**src/rtl/fwd_src_tracker.sv**
```systemverilog
// Producer-side forwarding scoreboard for a five-stage pipeline.
// Tracks destination GPR and result latency of the instructions in E, M and W,
// and resolves one D-stage operand lookup per cycle into a forward source or a stall.
module fwd_src_tracker #(
  parameter int unsigned AW    = 5,
  parameter int unsigned TW    = 2,
  parameter int unsigned CNT_W = 16
) (
  input  logic             clk,
  input  logic             reset,
  input  logic             d_we,
  input  logic [AW-1:0]    d_wa,
  input  logic [TW-1:0]    d_tnew,
  input  logic [AW-1:0]    q_reg,
  input  logic [TW-1:0]    q_tuse,
  output logic [1:0]       q_src,
  output logic             q_stall,
  output logic [AW-1:0]    e_wa,
  output logic [AW-1:0]    m_wa,
  output logic [AW-1:0]    w_wa,
  output logic [CNT_W-1:0] stall_cnt
);

  localparam logic [1:0] SrcRf = 2'd0;
  localparam logic [1:0] SrcE  = 2'd1;
  localparam logic [1:0] SrcM  = 2'd2;
  localparam logic [1:0] SrcW  = 2'd3;

  // W never needs a tnew field: its result always exists, so its tnew is implicitly 0.
  logic             e_vld_q, e_vld_d;
  logic [AW-1:0]    e_wa_q, e_wa_d;
  logic [TW-1:0]    e_tnew_q, e_tnew_d;
  logic             m_vld_q, m_vld_d;
  logic [AW-1:0]    m_wa_q, m_wa_d;
  logic [TW-1:0]    m_tnew_q, m_tnew_d;
  logic             w_vld_q, w_vld_d;
  logic [AW-1:0]    w_wa_q, w_wa_d;
  logic [CNT_W-1:0] cnt_q, cnt_d;

  // Operand lookup: youngest matching slot decides, older matches are shadowed.
  always_comb begin
    q_src   = SrcRf;
    q_stall = 1'b0;
    if (q_reg != '0) begin
      if (e_vld_q && (e_wa_q == q_reg)) begin
        if (e_tnew_q == '0)         q_src   = SrcE;
        else if (e_tnew_q > q_tuse) q_stall = 1'b1;
      end else if (m_vld_q && (m_wa_q == q_reg)) begin
        if (m_tnew_q == '0)         q_src   = SrcM;
        else if (m_tnew_q > q_tuse) q_stall = 1'b1;
      end else if (w_vld_q && (w_wa_q == q_reg)) begin
        q_src = SrcW;
      end
    end
  end

  // Next-state: advance the pipeline slots, inject a bubble into E while stalling.
  always_comb begin
    w_vld_d  = m_vld_q;
    w_wa_d   = m_wa_q;
    m_vld_d  = e_vld_q;
    m_wa_d   = e_wa_q;
    m_tnew_d = (e_tnew_q == '0) ? '0 : e_tnew_q - TW'(1);
    if (q_stall) begin
      e_vld_d  = 1'b0;
      e_wa_d   = '0;
      e_tnew_d = '0;
    end else begin
      // Writes to $0 are architecturally discarded, so they are never tracked.
      e_vld_d  = d_we && (d_wa != '0);
      e_wa_d   = d_wa;
      e_tnew_d = d_tnew;
    end
    cnt_d = cnt_q;
    if (q_stall && (cnt_q != '1)) cnt_d = cnt_q + CNT_W'(1);
  end

  // State register with synchronous reset.
  always_ff @(posedge clk) begin
    if (reset) begin
      e_vld_q  <= 1'b0;
      e_wa_q   <= '0;
      e_tnew_q <= '0;
      m_vld_q  <= 1'b0;
      m_wa_q   <= '0;
      m_tnew_q <= '0;
      w_vld_q  <= 1'b0;
      w_wa_q   <= '0;
      cnt_q    <= '0;
    end else begin
      e_vld_q  <= e_vld_d;
      e_wa_q   <= e_wa_d;
      e_tnew_q <= e_tnew_d;
      m_vld_q  <= m_vld_d;
      m_wa_q   <= m_wa_d;
      m_tnew_q <= m_tnew_d;
      w_vld_q  <= w_vld_d;
      w_wa_q   <= w_wa_d;
      cnt_q    <= cnt_d;
    end
  end

  // Slot address outputs read as 0 for empty slots.
  always_comb begin
    e_wa      = e_vld_q ? e_wa_q : '0;
    m_wa      = m_vld_q ? m_wa_q : '0;
    w_wa      = w_vld_q ? w_wa_q : '0;
    stall_cnt = cnt_q;
  end

endmodule

```
**config.mk**
```make
export PLATFORM = sky130hd
export DESIGN_NAME = fwd_src_tracker
export DESIGN_NICKNAME = d
export VERILOG_FILES = /design/src/rtl/fwd_src_tracker.sv
export SDC_FILE = /design/constraint.sdc
export NUM_CORES = 1
export LEC_CHECK = 0
export CAP_MARGIN = 15
export CORE_ASPECT_RATIO = 0.6
export CORE_MARGIN = 4
export CORE_UTILIZATION = 56
export CTS_CLUSTER_DIAMETER = 200
export DETAILED_ROUTE_END_ITERATION = 10
export DONT_BUFFER_PORTS = 1
export PLACE_DENSITY = 0.78
export SYNTH_ARGS = -nofsm -noshare
export SYNTH_HDL_FRONTEND = slang
export SYNTH_SLANG_ARGS = --single-unit
```
**constraint.sdc**
```tcl
create_clock -name clk -period 2.3 [get_ports clk]
set_input_delay 0.46 -clock clk [delete_from_list [all_inputs] [get_ports clk]]
set_output_delay 0.46 -clock clk [all_outputs]
set_load 0.005 [all_outputs]
```
; Word-level counts from Yosys, hierarchy flattened
; Index checks and enable logic that the tools add are counted.
[totals]
in_bits = 17
output_inout_bits = 34
ff_bits = 38
elab_cells = 44
[classes]
order_cmp = 2
add_sub_neg = 2
n_mux = 16
n_eq_ne = 4
reduce_logical = 11
[op_table]
columns = cell, count
row1 = $add 16x1->16 const B, 1
row2 = $ne 16x16->1 const B, 1
row3 = $eq 5x5->1, 3
row4 = $mux 5, 3
row5 = $mux 2, 5
row6 = $reduce_bool 5->1, 2
row7 = $mux 1, 8
row8 = $logic_and 1x1->1, 5
row9 = $gt 2x2->1, 2
row10 = $logic_not 2->1, 2
row11 = $reduce_or 2->1, 2
row12 = $sub 2x1->2 const B, 1

; Depth between registers and ports, before layout
[depth]
ltp_word = 7
depth_mapped = 9

; Worst setup path before layout
; No wires, ideal clock.
[synth_timing]
path_kind = input -> register
startpoint = in q_tuse[1]
endpoint = reg cnt_q[3], in the netlist stall_cnt[3]
path_stages = 7
setup_time_ns = 0.123
slack_ns = 0.099
t_arrival_ns = 2.078
required_ns = 2.177
cell_sequence = inv_1 ha_1 a211oi_1 a31oi_2 buf_6 nor4b_1 mux2_1
[synth_via]
elab_chain_len = 7
[synth_lines]
columns = item, line
row1 = from (decl), 15  ; input logic [TW-1:0] q_tuse,
row2 = $gt 2x2->1, 50  ; else if (m_tnew_q > q_tuse) q_stall = 1'b1;
row3 = $mux 1, 50
row4 = $mux 1, 49  ; if (m_tnew_q == '0) q_src = SrcM;
row5 = $mux 1, 48  ; end else if (m_vld_q && (m_wa_q == q_reg)) begin
row6 = $mux 1 *, 45  ; if (e_vld_q && (e_wa_q == q_reg)) begin
row7 = $mux 1 *, 44  ; if (q_reg != '0) begin
row8 = $logic_and 1x1->1 *, 75  ; if (q_stall && (cnt_q != '1)) cnt_d = cnt_q + CNT_W'(1);
row9 = to (signal assigned), 99  ; cnt_q <= cnt_d;
row10 = to (decl), 38  ; logic [CNT_W-1:0] cnt_q, cnt_d;
; Mark *: on every way between the ends. The rest lies on a longest branch, timed or not.
; A chain may end at the register's enable or synchronous reset.

; Worst setup path after layout
[layout_timing]
startpoint = reg e_wa_q[4]
endpoint = out q_stall
[layout_via]
elab_chain_len = 4
[layout_lines]
columns = item, line
row1 = from (decl), 31  ; logic [AW-1:0] e_wa_q, e_wa_d;
row2 = from (signal assigned), 92  ; e_wa_q <= e_wa_d;
row3 = $eq 5x5->1, 45
row4 = $logic_and 1x1->1, 45
row5 = $mux 1, 45
row6 = $mux 1, 44
row7 = to (decl), 17  ; output logic q_stall,
; Every way passes these cells.

==> tab_implementation.tex <==
\begin{tabular}{lr}
\hline
Metric & Value \\
\hline
\multicolumn{2}{l}{\textbf{Logic synthesis}} \\
Post-synth EDFFs & 0 \\
Share of the synthesized area in the top cell type & about two fifths \\
Summed instance area of the synthesized netlist & between 1500 and 2000 um2 \\
Cells after synthesis & 214 \\
Syn. warnings & 0 \\
Sequential share of the synthesized area & $\sim$39\% \\
Register bit total from synthesis & 38 \\
Count of unique library cells instantiated by Yosys & 39 \\
Most used DFF post-synth & sky130\_fd\_sc\_hd\_\_dfxtp\_1 \\
Synth Net Count & 237 \\
Top area cells in the synthesized netlist & sky130\_fd\_sc\_hd\_\_dfxtp\_1, sky130\_fd\_sc\_hd\_\_and2\_1, sky130\_fd\_sc\_hd\_\_nor2b\_1, sky130\_fd\_sc\_hd\_\_xor2\_1, sky130\_fd\_sc\_hd\_\_mux2\_2 \\
Leading area contributor after synthesis & sky130\_fd\_sc\_hd\_\_dfxtp\_1 \\
Average instance area after synthesis & 9.13 um2 \\
Fraction of registers with async set or reset after synthesis & 0\% \\
\multicolumn{2}{l}{\textbf{Detailed routing}} \\
Via count & approximately 1500 \\
Total iterations of the first detailed-routing run & 4 \\
DR iter-0 viols & 111 \\
Average routed wire per standard cell & about 16 um \\
Routed Wire Length & 4.15 mm \\
Remaining routing DRC violations & 0 \\
Detailed-route vias per instance & 5.65 \\
Number of antenna-violating nets in the routed design & 0 \\
\multicolumn{2}{l}{\textbf{Global route}} \\
Antenna violations before repair & 0 \\
Wire length of the first global-routing pass & 6.81 mm \\
Global Route met3 Usage & under 10\% \\
Pin count of the biggest net entering global routing & 40 \\
Remaining global-route overflow & 0 \\
GRT Max-Usage Layer & met1 \\
Gr usage total & 19.3\% \\
Met1 GRT Util & 27.5\% \\
Global Route met2 Usage & between 20\% and 30\% \\
Number of global-route vias before repair & between 1000 and 1500 \\
\multicolumn{2}{l}{\textbf{STA}} \\
Total count of max-transition violations in the final report & 0 \\
Unrepaired setup endpoints after global routing & yes \\
Slew at the pin closest to its max-slew limit & $\sim$370 ps \\
Number of endpoints with negative hold slack in the final report & 0 \\
Max Clk Rate & about 440 MHz \\
Setup-violating endpoint count in the final report & 0 \\
Setup slack of the critical path after layout & 50.7 ps \\
Worst Clk Skew & around 6.1 ps \\
Final critical delay including setup and external delays & around 2200 ps \\
Period utilization & 97.8\% \\
Worst slew margin relative to its limit & about three quarters \\
\multicolumn{2}{l}{\textbf{Place}} \\
Worst slack after detailed placement & -4.48 ps \\
Placer's final routability congestion estimate & around 0.78 \\
Count of input and output buffers & 0 \\
Placed wire-length estimate after detailed placement & roughly 3.1 mm \\
\multicolumn{2}{l}{\textbf{Final layout}} \\
N\_diodes & 0 \\
\# fillers & around 290 \\
Number of nets in the layout & 245 \\
Seq. cell area & 762 um2 \\
Area growth from synthesis to layout & 9.80\% \\
Multi-input combinational cell area & between 1000 and 1500 um2 \\
Ratio of cells with drive above 1 in the final layout & between 10\% and 20\% \\
\multicolumn{2}{l}{\textbf{Floorplan}} \\
Die X & 84.2 um \\
Starting Density & about 59\% \\
Rows & 16 \\
Boundary Pins & about 50 \\
Die footprint & about 4500 um2 \\
Height of the chip & 53.7 um \\
Core area & 3300 um2 \\
\multicolumn{2}{l}{\textbf{Power}} \\
Share of total power in combinational logic & 6.3\% \\
Net switching share of the total power & 21.5\% \\
Psw & 0.260 mW \\
Total Power & 1.20 mW \\
Leak pwr & 0.824 nW \\
Worst vdd ir & around 440 uV \\
Int Power & between 0.9 and 1 mW \\
Power density over the cells & about 560 nW/um2 \\
Clock share of power & a little over a third \\
Sequential Power Share & between 50\% and 60\% \\
\multicolumn{2}{l}{\textbf{CTS}} \\
Clock tree from TritonCTS & done \\
Buffer depth of the longest clock path & 2 \\
Clk Latency, worst-skew pair & approximately 280 ps \\
Root Driver & sky130\_fd\_sc\_hd\_\_clkbuf\_8 \\
Sinks on the clock net & 38 \\
Clock Pin Slew Worst Setup and Hold Paths & around 70 ps \\
H-Tree Level Count & 2 \\
Total setup buffers inserted after CTS & 0 \\
TritonCTS Buffers & 5 \\
\multicolumn{2}{l}{\textbf{Critical path}} \\
CP Capture Type & output port \\
Largest fanout on the critical path & 22 \\
Reg2reg path depth & 7 \\
Category of the most critical setup path & reg -> out \\
Endpoint of the worst register-to-register path & stall\_cnt[9]\$\_SDFFE\_PP0P\_ \\
Startpoint kind of the worst setup timing path & flop \\
Required time of the worst setup path & around 1800 ps \\
Worst setup slack for register-to-register paths & around 100 ps \\
Reg-to-Reg Start & e\_wa\_q[4]\$\_SDFF\_PP0\_ \\
Last element of the critical path & q\_stall \\
Arrival time reported for the critical path endpoint & 1790 ps \\
Source of the critical timing path & e\_wa\_q[4]\$\_SDFF\_PP0\_ \\
\multicolumn{2}{l}{\textbf{Worst hold path}} \\
Type of the most critical hold path & in -> reg \\
\multicolumn{2}{l}{\textbf{Run status}} \\
Outcome & complete, no violations \\
\multicolumn{2}{l}{\textbf{Flow run}} \\
Max-capacitance violation count & 0 \\
\hline
\end{tabular}
==> worst max-delay path: stages, from the launching register on <==
cell and delay (ps):
sky130_fd_sc_hd__dfxtp_1 340, sky130_fd_sc_hd__xor2_1 160, sky130_fd_sc_hd__nor4_2 350, sky130_fd_sc_hd__and4bb_2 330
sky130_fd_sc_hd__a31oi_4 50, sky130_fd_sc_hd__buf_12 170, sky130_fd_sc_hd__nor2_4 100
==> sequential cells by signal, indices dropped and copies added (netlist names) <==
signal and cells:
stall_cnt 16, e_wa_q 5, w_vld_q 1, e_tnew_q 2, e_vld_q 1, m_wa_q 5
m_tnew_q 2, w_wa_q 5, m_vld_q 1
==> cell type report <==
cell class,instances,share of cell area [%]
clock buffer,6,3.85
multi-input combinational,164,53.9
timing repair buffer,7,3.03
sequential,38,35.5
inverter,6,1.05
tap,45,2.63
==> cells by family after synthesis <==
logic type,Yosys count,share of synthesized area [%]
compound gates,26,8.90
flops,38,38.9
fa+ha+maj,6,3.84
mux,9,5.13
simple gates,108,32.5
xor+xnor,15,6.73
buf+inv,12,3.97
==> placed cells by master, fill, tap and decap left out, types with 2 or more instances in the layout <==
cell type,Yosys,routed
sky130_fd_sc_hd__a21oi_1,11,11
sky130_fd_sc_hd__and2_1,22,22
sky130_fd_sc_hd__and3_1,3,3
sky130_fd_sc_hd__buf_4,0,6
sky130_fd_sc_hd__clkbuf_8,1,6
sky130_fd_sc_hd__dfxtp_1,38,37
sky130_fd_sc_hd__ha_1,6,6
sky130_fd_sc_hd__inv_1,6,6
sky130_fd_sc_hd__mux2_2,7,7
sky130_fd_sc_hd__nand2_1,7,6
sky130_fd_sc_hd__nand3_1,10,9
sky130_fd_sc_hd__nand4_1,5,5
sky130_fd_sc_hd__nor2_1,16,15
sky130_fd_sc_hd__nor2b_1,20,20
sky130_fd_sc_hd__nor3_1,7,7
sky130_fd_sc_hd__nor4_1,4,3
sky130_fd_sc_hd__nor4_2,1,2
sky130_fd_sc_hd__nor4b_2,2,3
sky130_fd_sc_hd__o21ai_0,3,3
sky130_fd_sc_hd__o31ai_1,3,3
sky130_fd_sc_hd__or3_1,4,4
sky130_fd_sc_hd__or4_1,3,3
sky130_fd_sc_hd__xnor2_1,3,3
sky130_fd_sc_hd__xor2_1,12,12
==> synthesized netlist by cell type (2+ instances only) <==
| library cell | instances |
|---|---|
| sky130_fd_sc_hd__o31ai_1 | 3 |
| sky130_fd_sc_hd__nand2_1 | 7 |
| sky130_fd_sc_hd__a21oi_1 | 11 |
| sky130_fd_sc_hd__or4_1 | 3 |
| sky130_fd_sc_hd__clkbuf_1 | 2 |
| sky130_fd_sc_hd__xor2_1 | 12 |
| sky130_fd_sc_hd__nand3_1 | 10 |
| sky130_fd_sc_hd__o21ai_0 | 3 |
| sky130_fd_sc_hd__xnor2_1 | 3 |
| sky130_fd_sc_hd__inv_1 | 6 |
| sky130_fd_sc_hd__nand4_1 | 5 |
| sky130_fd_sc_hd__nor4b_2 | 2 |
| sky130_fd_sc_hd__ha_1 | 6 |
| sky130_fd_sc_hd__nor4_1 | 4 |
| sky130_fd_sc_hd__or3_1 | 4 |
| sky130_fd_sc_hd__nor2b_1 | 20 |
| sky130_fd_sc_hd__mux2_2 | 7 |
| sky130_fd_sc_hd__dfxtp_1 | 38 |
| sky130_fd_sc_hd__nor3_1 | 7 |
| sky130_fd_sc_hd__buf_6 | 3 |
| sky130_fd_sc_hd__nor2_1 | 16 |
| sky130_fd_sc_hd__and3_1 | 3 |
| sky130_fd_sc_hd__and2_1 | 22 |
| sky130_fd_sc_hd__a211oi_1 | 2 |
==> worst min path at each step <==
stage / from / depth (start not counted) / endpoint / slack [ps]
after detailed placement: e_tnew_q[0]$_SDFF_PP0_ / 1 / m_tnew_q[0]$_SDFF_PP0_ / 420
after global routing: reset / 1 / stall_cnt[2]$_SDFFE_PP0P_ / 230
after floorplan: e_tnew_q[0]$_SDFF_PP0_ / 1 / m_tnew_q[0]$_SDFF_PP0_ / 400
final: reset / 1 / stall_cnt[2]$_SDFFE_PP0P_ / 240
after CTS: reset / 1 / stall_cnt[1]$_SDFFE_PP0P_ / 230
after global placement: e_tnew_q[0]$_SDFF_PP0_ / 1 / m_tnew_q[0]$_SDFF_PP0_ / 410
==> stage by stage <==
stage,util (%),cell area [um2],hold WS (ps),instances,TNS [ps]
after floorplan,-,1950,397,214,0
after global placement,61.1,2020,408,260,0
after detailed placement,61.1,2020,419,260,-4.48
after CTS,63.6,2100,233,266,0
after global routing,64.9,2140,225,266,-10.1
final,64.9,2140,243,266,0
==> routing by layer <==
metal | part of all wire [%] | vias up | routed length [um]
met3 | 7.4 | 2 | 305
met2 | 41 | 51 | 1690
met5 | 0 | - | 0
met1 | 52 | 685 | 2140
met4 | 0.24 | 0 | 10
li1 | - | 765 | -
==> repair_timing <==
| action | 4_1_cts | 5_1_grt |
|---|---|---|
| setup endpoints to repair | 0 | 3 |
| resized for setup | 0 | 10 |
| hold buffers | 0 | 0 |
==> power groups by stage <==
stage                     clock network, mW  logic, mW  registers, mW
after floorplan                           0     0.0682          0.699
final                                 0.441     0.0756          0.689
after detailed placement                  0     0.0714          0.703
after global placement                    0     0.0693          0.703
after CTS                             0.450     0.0720          0.688
after global routing                  0.487     0.0848          0.691
No activity file was read; power rests on OpenSTA's default activity.
